File: config.mk
export PLATFORM = sky130hd
export DESIGN_NAME = mips_controller
export DESIGN_NICKNAME = d
export VERILOG_FILES = /design/src/rtl/mips_pkg.sv /design/src/rtl/mips_aludec.sv /design/src/rtl/mips_controller.sv
export SDC_FILE = /design/constraint.sdc
export NUM_CORES = 1
export LEC_CHECK = 0
export ABC_AREA = 1
export BUFFER_PORTS_ARGS = -buffer_cell sky130_fd_sc_hd__buf_2
export CAP_MARGIN = 25
export CORE_UTILIZATION = 25
export CTS_CLUSTER_DIAMETER = 100
export CTS_CLUSTER_SIZE = 30
export DETAILED_ROUTE_END_ITERATION = 10
export PLACE_DENSITY_LB_ADDON = 0.25
export RECOVER_POWER = 100
export SLEW_MARGIN = 15
export SYNTH_ARGS = -nofsm -noshare
export SYNTH_HDL_FRONTEND = slang
export SYNTH_HIERARCHICAL = 1
export SYNTH_SLANG_ARGS = --single-unit
File: constraint.sdc
create_clock -name clk -period 2.2 [get_ports clk]
set_clock_uncertainty 0.05 [all_clocks]
set_input_delay 0.22 -clock clk [delete_from_list [all_inputs] [get_ports clk]]
set_output_delay 0.22 -clock clk [all_outputs]
set_load 0.01 [all_outputs]
File: src/rtl/mips_pkg.sv
// Shared types and encodings for the multicycle MIPS control unit.
package mips_pkg;

    localparam int unsigned STATE_W = 4;
    localparam int unsigned OP_W    = 6;
    localparam int unsigned FUNCT_W = 6;
    localparam int unsigned ALU_W   = 3;

    typedef enum logic [STATE_W-1:0] {
        S_FETCH   = 4'd0,
        S_DECODE  = 4'd1,
        S_MEMADR  = 4'd2,
        S_MEMRD   = 4'd3,
        S_MEMWB   = 4'd4,
        S_MEMWR   = 4'd5,
        S_RTYPEEX = 4'd6,
        S_RTYPEWB = 4'd7,
        S_BEQEX   = 4'd8,
        S_ADDIEX  = 4'd9,
        S_ADDIWB  = 4'd10,
        S_JEX     = 4'd11
    } state_t;

    localparam logic [OP_W-1:0] OP_RTYPE = 6'b000000;
    localparam logic [OP_W-1:0] OP_LW    = 6'b100011;
    localparam logic [OP_W-1:0] OP_SW    = 6'b101011;
    localparam logic [OP_W-1:0] OP_BEQ   = 6'b000100;
    localparam logic [OP_W-1:0] OP_ADDI  = 6'b001000;
    localparam logic [OP_W-1:0] OP_J     = 6'b000010;

    localparam logic [FUNCT_W-1:0] FN_ADD = 6'b100000;
    localparam logic [FUNCT_W-1:0] FN_SUB = 6'b100010;
    localparam logic [FUNCT_W-1:0] FN_AND = 6'b100100;
    localparam logic [FUNCT_W-1:0] FN_OR  = 6'b100101;
    localparam logic [FUNCT_W-1:0] FN_SLT = 6'b101010;

    localparam logic [ALU_W-1:0] ALU_ADD = 3'b010;
    localparam logic [ALU_W-1:0] ALU_SUB = 3'b110;
    localparam logic [ALU_W-1:0] ALU_AND = 3'b000;
    localparam logic [ALU_W-1:0] ALU_OR  = 3'b001;
    localparam logic [ALU_W-1:0] ALU_SLT = 3'b111;

endpackage

File: src/rtl/mips_aludec.sv
// Maps an R-type funct field to the ALU operation; unknown functs add.
module mips_aludec
    import mips_pkg::*;
(
    input  logic [FUNCT_W-1:0] funct,
    output logic [ALU_W-1:0]   alucontrol
);

    always_comb begin
        alucontrol = ALU_ADD;
        case (funct)
            FN_ADD:  alucontrol = ALU_ADD;
            FN_SUB:  alucontrol = ALU_SUB;
            FN_AND:  alucontrol = ALU_AND;
            FN_OR:   alucontrol = ALU_OR;
            FN_SLT:  alucontrol = ALU_SLT;
            default: alucontrol = ALU_ADD;
        endcase
    end

endmodule

File: src/rtl/mips_controller.sv
// Multicycle MIPS control FSM: Moore control vector per state, async reset to FETCH.
module mips_controller
    import mips_pkg::*;
(
    input  logic               clk,
    input  logic               reset,
    input  logic [OP_W-1:0]    op,
    input  logic [FUNCT_W-1:0] funct,
    input  logic               zero,
    output logic               alusrca,
    output logic [1:0]         alusrcb,
    output logic               pcwrite,
    output logic               pcwriteCond,
    output logic [1:0]         pcsource,
    output logic               memtoreg,
    output logic               regdst,
    output logic               iord,
    output logic               regwrite,
    output logic               irwrite,
    output logic               memwrite,
    output logic [ALU_W-1:0]   alucontrol,
    output logic [STATE_W-1:0] state
);

    state_t             state_q;
    state_t             state_d;
    logic [ALU_W-1:0]   rtype_alu;

    // zero is qualified by pcwriteCond inside the datapath
    logic unused_zero;
    assign unused_zero = zero;

    mips_aludec u_aludec (
        .funct      (funct),
        .alucontrol (rtype_alu)
    );

    always_ff @(posedge clk or posedge reset) begin
        if (reset) state_q <= S_FETCH;
        else       state_q <= state_d;
    end

    assign state = STATE_W'(state_q);

    // Next-state and Moore output decode; encodings 12-15 fall to defaults and FETCH
    always_comb begin
        state_d     = S_FETCH;
        alusrca     = 1'b0;
        alusrcb     = 2'b00;
        pcwrite     = 1'b0;
        pcwriteCond = 1'b0;
        pcsource    = 2'b00;
        memtoreg    = 1'b0;
        regdst      = 1'b0;
        iord        = 1'b0;
        regwrite    = 1'b0;
        irwrite     = 1'b0;
        memwrite    = 1'b0;
        alucontrol  = ALU_ADD;
        case (state_q)
            S_FETCH: begin
                irwrite = 1'b1;
                pcwrite = 1'b1;
                alusrcb = 2'b01;
                state_d = S_DECODE;
            end
            S_DECODE: begin
                alusrcb = 2'b11;
                case (op)
                    OP_LW, OP_SW: state_d = S_MEMADR;
                    OP_RTYPE:     state_d = S_RTYPEEX;
                    OP_BEQ:       state_d = S_BEQEX;
                    OP_ADDI:      state_d = S_ADDIEX;
                    OP_J:         state_d = S_JEX;
                    default:      state_d = S_FETCH;
                endcase
            end
            S_MEMADR: begin
                alusrca = 1'b1;
                alusrcb = 2'b10;
                state_d = (op == OP_SW) ? S_MEMWR : S_MEMRD;
            end
            S_MEMRD: begin
                iord    = 1'b1;
                state_d = S_MEMWB;
            end
            S_MEMWB: begin
                memtoreg = 1'b1;
                regwrite = 1'b1;
            end
            S_MEMWR: begin
                iord     = 1'b1;
                memwrite = 1'b1;
            end
            S_RTYPEEX: begin
                alusrca    = 1'b1;
                alucontrol = rtype_alu;
                state_d    = S_RTYPEWB;
            end
            S_RTYPEWB: begin
                regdst   = 1'b1;
                regwrite = 1'b1;
            end
            S_BEQEX: begin
                alusrca     = 1'b1;
                alucontrol  = ALU_SUB;
                pcsource    = 2'b01;
                pcwriteCond = 1'b1;
            end
            S_ADDIEX: begin
                alusrca = 1'b1;
                alusrcb = 2'b10;
                state_d = S_ADDIWB;
            end
            S_ADDIWB: begin
                regwrite = 1'b1;
            end
            S_JEX: begin
                pcsource = 2'b10;
                pcwrite  = 1'b1;
            end
            default: state_d = S_FETCH;
        endcase
    end

endmodule
==> results_dict.tcl, run 1 <==
set metrics [dict create \
    p_switching_mw 0.306 \
    cp_max_fo 5 \
    status "finished clean" \
    n_antenna_cell 0 \
    dr.pass1.iters 4 \
    p_comb_share_pct 62.1 \
    ys_top_cells_by_area "dfrtp_1 19%, inv_1 18%, nor2_1 16%" \
    synth_cells 100 \
    crit_buf_inv 4 \
    timing.rr.end "state[2]" \
    cp_top_family "buffers and inverters" \
    vias 680 \
    drc 0 \
    ys.warnings.count 6 \
    cts.repair.resized 0 \
    worstPathArrival_ps 1390 \
    clk_pin_slew_worst_paths_ps 40 \
    dieArea_mm2 0.00229 \
    power_frac_clock_pct 16.1 \
    synth_area_um2 527 \
    grt_max_degree 9 \
    core_mm2 0.00196 \
    cts_inserted_buffers 3 \
    cts_root_buf "clkbuf_4" \
    hold_depth 4 \
    finalSetupViolations 0 \
    r2r-start "state[1]" \
    critPathKind "flip-flop to primary output" \
    reg2reg_depth 6 \
    hold_path.class "input port to flip-flop" \
    avgSynthCellArea_um2 5.27 \
    cts_sinks 4 \
    floorplan.rows 16 \
    design_area_um2 717 \
    synth_nets 115 \
    maxSlewViolCount 0 \
    p_leak_nw 0.413 \
    yosysSeqAreaShare_pct 19.0 \
    grt_pass1_vias 540 \
    crit_chain "inv_1, nand2_1, inv_1, nand2_1, inv_1, nand2_1, o21ai_0, clkbuf_1" \
    drt_iter0_drc 12 \
    overflow 0 \
    cts_max_path_buffers 2 \
    clock_latency_ps 240 \
    initial_core_util_pct 26.8 \
    intPower_mw 0.276 \
    drv_cap 0 \
    powerDensity_mw_per_mm2 811 \
    synth_seq_cells 4 \
    grt_pass1_wl_um 2030 \
    final_cell_mix "25 x nor2_1, 25 x inv_1, 19 x clkbuf_1" \
    io_buffers 33 \
    rsz0062_at_grt "false" \
    synth.distinct_cells 15 \
    vias_per_cell 4.17 \
    crit_path_start_kind "flip-flop" \
    r2r_slack_ps 980 \
    slew_headroom_pct 79.1 \
    largest_register_ffs 4 \
    die_h_um 47.9 \
    dp_hpwl_um 1140 \
    worst_pin_slew_ps 312 \
    peakVddDrop_uv 360 \
    crit_path_max_incr_delay_ps 410 \
    placed_area_um2 718 \
    drt_wl_total_um 1330 \
    pwr-share-seq_pct 21.8 \
    synth_top_area_share_pct 19.0 \
    track_usage_pct 12.3 \
    crit_required_ps 1930 \
    post-route-period-util_pct 75.7 \
    cp-end-kind "primary output" \
    post_drt_wl_per_cell_um 8.16 \
    fmax_mhz 601 \
    dieWidth_um 47.9 \
    ant_nets 0 \
    swShare_pct 52.6 \
    cts_max_level 1 \
    tns_ps 0 \
    drive_above_1_share_pct 16.2 \
    hold_violations 0 \
    fin_nets 153 \
    yosysTopAreaCell "dfrtp_1" \
    antenna_found_initial 0 \
    min-delay-start "op[3]" \
    min_to "state[3]" \
    place_congestion 0.840 \
    design.portCount 35 \
    crit_path_top_delay_cell "dfrtp_1" \
    cts_tree "yes" \
    area_growth_syn_to_layout_pct 36.1 \
    finalCriticalPeriod_ps 1660 \
]
power groups by stage:
| stage | clock network (mW) | logic [mW] | registers, mW |
|---|---|---|---|
| CTS | 0.0963 | 0.401 | 0.128 |
| finish | 0.0933 | 0.361 | 0.127 |
| floorplan | 0 | 0.242 | 0.137 |
| global route | 0.102 | 0.416 | 0.133 |
| global placement | 0 | 0.396 | 0.129 |
| detailed placement | 0 | 0.399 | 0.129 |
metal layers:
layer | up-vias | GRT usage, % | wire (um)
li1 | 376 | - | -
met1 | 281 | 15.1 | 629
met2 | 23 | 21.1 | 607
met3 | 0 | 3.40 | 93
met4 | 0 | 3.33 | 0
met5 | - | 0 | 0
cells by family (layout without fill, tap and decap cells):
| logic type | Yosys count | count (layout) | synth area share [%] |
|---|---|---|---|
| and+or+nand+nor | 63 | 63 | 54.9 |
| buffers and inverters | 26 | 62 | 19.2 |
| AOI/OAI and AO/OA | 7 | 7 | 6.89 |
| DFF | 4 | 4 | 19.0 |
area by class of cell:
cell class              instances  area [um^2]
repair buffers                 34          151
well taps                      27         33.8
fillers                       261         1240
inverters                      25         93.8
clock buffers                   3         22.5
multi-input cells              70          315
flip-flops and latches          4          100
how the worst max path moves through the flow:
stage	startpoint	slack (ps)	depth (start not counted)	end
detailed placement	state[0]	840	6	alucontrol[1]
global route	state[0]	390	8	alucontrol[2]
global placement	state[0]	850	6	alucontrol[1]
finish	state[0]	540	8	alucontrol[2]
CTS	state[0]	580	6	alucontrol[1]
floorplan	state[1]	850	4	pcsource[0]
worst reg2reg max path: stages (launching register included):
cell and delay (ps):
dfrtp_1 440, nand2_1 150, inv_1 70, nand2_1 110, inv_1 70, nor2_1 110, nand3_1 90
per-stage QoR:
stage	hold slack (ps)	util (%)	power [mW]	setup WS [ps]	std cells
6_report	287	36.5	0.581	536	163
5_1_grt	307	36.5	0.651	387	163
4_1_cts	287	38.3	0.625	580	163
3_5_place_dp	54.6	36.6	0.528	842	159
3_3_place_gp	49.9	36.6	0.525	855	159
2_1_floorplan	-63.9	-	0.379	849	100
cells in the mapped netlist:
cell     count
inv_1       25
nor2_1      23
nand2_1     15
nand3_1     12
nor2_2       5
dfrtp_1      4
nand2_2      3
nand4_1      3
o21ai_0      3
a21oi_1      2
buf_4        1
nor2_4       1
o21ai_1      1
o22ai_1      1
or2_1        1
repair_timing:
item | in CTS | in global routing
hold buffers | 1 | 0
setup buffers | 0 | 0
hold endpoints to repair | 4 | 0
No activity file was read; power rests on OpenSTA's default activity.
==> run 2: changes to the inputs <==
==> constraint.sdc (replaced) <==
create_clock -name clk -period 1.3 [get_ports clk]
set_clock_uncertainty 0.05 [all_clocks]
set_input_delay 0.13 -clock clk [delete_from_list [all_inputs] [get_ports clk]]
set_output_delay 0.13 -clock clk [all_outputs]
set_load 0.01 [all_outputs]
==> results_dict.tcl, run 2 (synthesis gave the netlist of run 1 again) <==
set metrics [dict create \
    status "complete, but fails checks" \
    violations "negative setup slack" \
    maxSlewViolCount 0 \
    hold_depth 4 \
    clk_pin_slew_worst_paths_ps 40 \
    design.portCount 35 \
    dr.pass1.iters 4 \
    cp_top_family "flip-flops" \
    busiest_layer "met2" \
    n_antenna_cell 0 \
    crit_chain "inv_2, nand2_2, inv_2, nand2_1, a21oi_2, buf_2" \
    p_leak_nw 0.499 \
    grt.met2_usage_pct 24.9 \
    dieWidth_um 47.9 \
    cp_max_fo 4 \
    hold_path.class "input port to flip-flop" \
    holdWs_ps 197 \
    setup_ws_ps -145 \
    clock_latency_ps 230 \
    place_congestion 0.799 \
    use_met3_pct 1.13 \
    finalSetupViolations 13 \
    drt_iter0_drc 12 \
    final_cell_mix "32 x buf_2, 20 x inv_1, 20 x nor2_1" \
    multi_input_area_um2 357 \
    crit_buf_inv 3 \
    die_h_um 47.9 \
    regArea_um2 103 \
    peakVddDrop_uv 672 \
    post_drt_wl_per_cell_um 8.62 \
    fmax_mhz 692 \
    grt_max_degree 9 \
    finalCriticalPeriod_ps 1450 \
    dieArea_mm2 0.00229 \
    overflow 0 \
    placed_area_um2 718 \
    cts_max_level 1 \
    core_mm2 0.00196 \
    worst_pin_slew_ps 307 \
    dp_hpwl_um 1130 \
    dpl_worst_slack_ps 38.4 \
    largest_register_ffs 4 \
    hold_violations 0 \
    worstPathArrival_ps 1270 \
    layout_commonest_cell "buf_2" \
    design_area_um2 821 \
    area_growth_syn_to_layout_pct 55.8 \
    io_buffers 33 \
    tns_ps -866 \
    drv_cap 0 \
    ant_nets 0 \
    worstSetupPathDepth 6 \
    crit_path_start_kind "flip-flop" \
    vias_per_cell 4.21 \
    grt_pass1_vias 556 \
    track_usage_pct 12.3 \
    crit_path_max_incr_delay_ps 430 \
    fin_nets 158 \
    slew_headroom_pct 79.5 \
    cts_sinks 4 \
    fillers 222 \
    gr-usage-met1_pct 14.0 \
    drive_above_1_share_pct 43.3 \
    drc 0 \
    crit_path_top_delay_cell "dfrtp_2" \
    post-route-period-util_pct 111 \
    cts_root_buf "clkbuf_4" \
    cts_max_path_buffers 2 \
    powerDensity_mw_per_mm2 1480 \
    rsz0062_at_grt "true" \
    vias 708 \
    critPathKind "flip-flop to primary output" \
    cts_tree "yes" \
    cp-end-kind "primary output" \
    initial_core_util_pct 26.8 \
    floorplan.rows 16 \
    crit_path_frequent_cell "inv_2" \
    crit_required_ps 1120 \
    cts_inserted_buffers 3 \
    antenna_found_initial 0 \
    drt_wl_total_um 1450 \
    grt_pass1_wl_um 2070 \
    reg2reg_depth 6 \
]
-- run 2: metal layers --
layer	share of wire [%]	up-vias
li1	-	386
met2	49	21
met3	3.4	0
met1	48	301
met4	0	0
met5	0	-
-- run 2: cell type report --
class                      instances  area share (%)
timing repair buffer              39            25.8
inverter                          25            11.4
sequential                         4            12.5
tap                               27            4.12
multi-input combinational         70            43.4
clock buffer                       3            2.74
-- run 2: worst paths after layout --
kind | from | to | slack (ps)
setup / recovery | state[0] | alusrcb[1] | -150
hold / removal | op[3] | state[3] | 200
setup reg to reg | state[3] | state[2] | 60
hold reg to reg | state[2] | state[3] | 610
max in group asynchronous | reset | state[1] | 750
min in group asynchronous | reset | state[3] | 270
-- run 2: tightest hold or removal path, stage by stage --
cell and delay, ps:
buf_2 100, nor2_1 50, nand4_1 70, nand3_1 70
-- run 2: power by group --
| group | internal, mW | switching, mW | leakage [nW] |
|---|---|---|---|
| sequential | 0.169 | 0.0643 | 0.0505 |
| clock | 0.103 | 0.0476 | 0.0138 |
| combinational | 0.337 | 0.491 | 0.435 |
| total | 0.610 | 0.603 | 0.499 |
-- run 2: stage by stage --
stage	instances	util [%]	total power, mW
floorplan	100	-	0.641
detailed placement	159	36.6	0.894
CTS	168	41.3	1.16
global route	168	41.8	1.33
global placement	159	36.6	0.888
finish	168	41.8	1.21
-- run 2: what timing repair did --
action	CTS	global route
pin swaps	0	1
hold buffers	1	0
endpoints found under the hold margin	4	0
setup buffers	5	0
gates resized for setup	13	6
setup endpoints to repair	16	17
==> run 3: changes to the inputs <==
--- a/config.mk
+++ b/config.mk
@@ -12,8 +12,8 @@
 export CTS_CLUSTER_DIAMETER = 100
 export CTS_CLUSTER_SIZE = 30
 export DETAILED_ROUTE_END_ITERATION = 10
+export HOLD_SLACK_MARGIN = 0.05
 export PLACE_DENSITY_LB_ADDON = 0.25
-export RECOVER_POWER = 100
 export SLEW_MARGIN = 15
 export SYNTH_ARGS = -nofsm -noshare
 export SYNTH_HDL_FRONTEND = slang
==> results_dict.tcl, run 3 (synthesis gave the netlist of run 1 again) <==
set metrics [dict create \
    busiest_layer "met2" \
    reg2reg_depth 6 \
    dr.pass1.iters 4 \
    crit_path_start_kind "flip-flop" \
    rsz0062_at_grt "true" \
    cts_tree "yes" \
    floorplan.rows 16 \
    crit_required_ps 1120 \
    cp_max_fo 4 \
    vias_per_cell 4.20 \
    ant_nets 0 \
    finalCriticalPeriod_ps 1450 \
    min-delay-start "op[3]" \
    n_antenna_cell 0 \
    r2r-start "state[3]" \
    drv_cap 0 \
    crit_chain "inv_2, nand2_2, inv_2, nand2_1, a21oi_2, buf_2" \
    grt_pass1_wl_um 2070 \
    drc 0 \
    vias 705 \
    cts_max_path_buffers 2 \
    worstPathArrival_ps 1270 \
    post_drt_wl_per_cell_um 8.61 \
    use_met3_pct 1.13 \
    overflow 0 \
    startpoint "state[0]" \
    io_buffers 33 \
    post-route-period-util_pct 111 \
    hold_path.class "input port to flip-flop" \
    fin_nets 158 \
    layout_commonest_cell "buf_2" \
    setup_ws_ps -145 \
    clk_pin_slew_worst_paths_ps 40 \
    grt_max_degree 9 \
    placed_area_um2 718 \
    core_mm2 0.00196 \
    cts_max_level 1 \
    crit_path_frequent_cell "inv_2" \
    die_h_um 47.9 \
    p_leak_nw 0.509 \
    maxSlewViolCount 0 \
    track_usage_pct 12.3 \
    dp_hpwl_um 1130 \
    crit_path_top_delay_cell "dfrtp_2" \
    initial_core_util_pct 26.8 \
    drt_iter0_drc 12 \
    violations "negative setup slack" \
    critPathKind "flip-flop to primary output" \
    cp-end-kind "primary output" \
    design_area_um2 831 \
    status "complete, but fails checks" \
    powerDensity_mw_per_mm2 1490 \
    area_growth_syn_to_layout_pct 57.7 \
    crit_path_max_incr_delay_ps 430 \
    hold_violations 0 \
    finalSetupViolations 13 \
    hold_depth 4 \
    largest_register_ffs 4 \
    holdWs_ps 197 \
    design.portCount 35 \
    grt.met2_usage_pct 24.9 \
    final_cell_mix "33 x buf_2, 20 x inv_1, 20 x nor2_1" \
    dieArea_mm2 0.00229 \
    clock_latency_ps 230 \
    dieWidth_um 47.9 \
    slew_headroom_pct 79.5 \
    place_congestion 0.799 \
    cts_inserted_buffers 3 \
    drive_above_1_share_pct 44.7 \
    fmax_mhz 692 \
    worst_pin_slew_ps 307 \
    cts_root_buf "clkbuf_4" \
    peakVddDrop_uv 673 \
    antenna_found_initial 0 \
    cts_sinks 4 \
    drt_wl_total_um 1450 \
    grt_pass1_vias 556 \
    gr-usage-met1_pct 14.0 \
    fillers 220 \
]
==> run 3: cell count changes in the layout (fill, tap and decap cells not counted), sizes merged <==
cell	delta
clkbuf	-2
buf	+2
==> run 3: per-stage QoR <==
step	util [%]	power (mW)	cells	setup WS, ps	TNS (ps)
after floorplan	-	0.641	100	38.6	0
after global placement	36.6	0.888	159	49.6	0
after detailed placement	36.6	0.894	159	38.4	0
after CTS	41.3	1.16	168	-131	-909
after global routing	42.3	1.36	168	-230	-1940
final	42.3	1.24	168	-145	-808
==> run 3: path summary, 6_finish.rpt <==
kind | to | slack [ps]
worst max-delay path | alusrcb[1] | -150
worst max register to register | state[2] | 110
max in group asynchronous | state[1] | 750
worst min register to register | state[3] | 610
min in group asynchronous | state[3] | 270
worst min-delay path | state[3] | 200
==> run 3: power by group <==
group          switching [mW]  internal (mW)  total [mW]
logic                   0.502          0.354       0.856
clock network          0.0475          0.103       0.150
registers              0.0640          0.169       0.233
total                   0.613          0.627        1.24
==> run 3: repair_timing <==
| item | 4_1_cts | 5_1_grt |
|---|---|---|
| endpoints found under the hold margin | 4 | 0 |
| setup buffers | 5 | 0 |
| pin swaps | 0 | 1 |
| hold buffers | 1 | 0 |
| setup endpoints to repair | 16 | 17 |
| resized for setup | 13 | 6 |
==> run 3: cell type report <==
cell class                      instances  area, um^2  share of cell area, %
Clock buffer                            3        22.5                   2.71
Inverter                               25        93.8                   11.3
Multi-Input combinational cell         70         362                   43.5
Sequential cell                         4         103                   12.3
Tap cell                               27        33.8                   4.07
Timing Repair Buffer                   39         216                   26.1
==> run 3: worst max-delay path: cells and delay by family, from the launching register on <==
| family | cells | cell delay, ps |
|---|---|---|
| AO/OA/AOI/OAI | 1 | 170 |
| buffers and inverters | 3 | 280 |
| flip-flops | 1 | 430 |
| AND/OR/NAND/NOR | 2 | 150 |
==> run 3: metal layers <==
layer | share of wire [%] | up-vias
li1 | - | 385
met1 | 48 | 299
met2 | 49 | 21
met3 | 3.4 | 0
met4 | 0 | 0
met5 | 0 | -
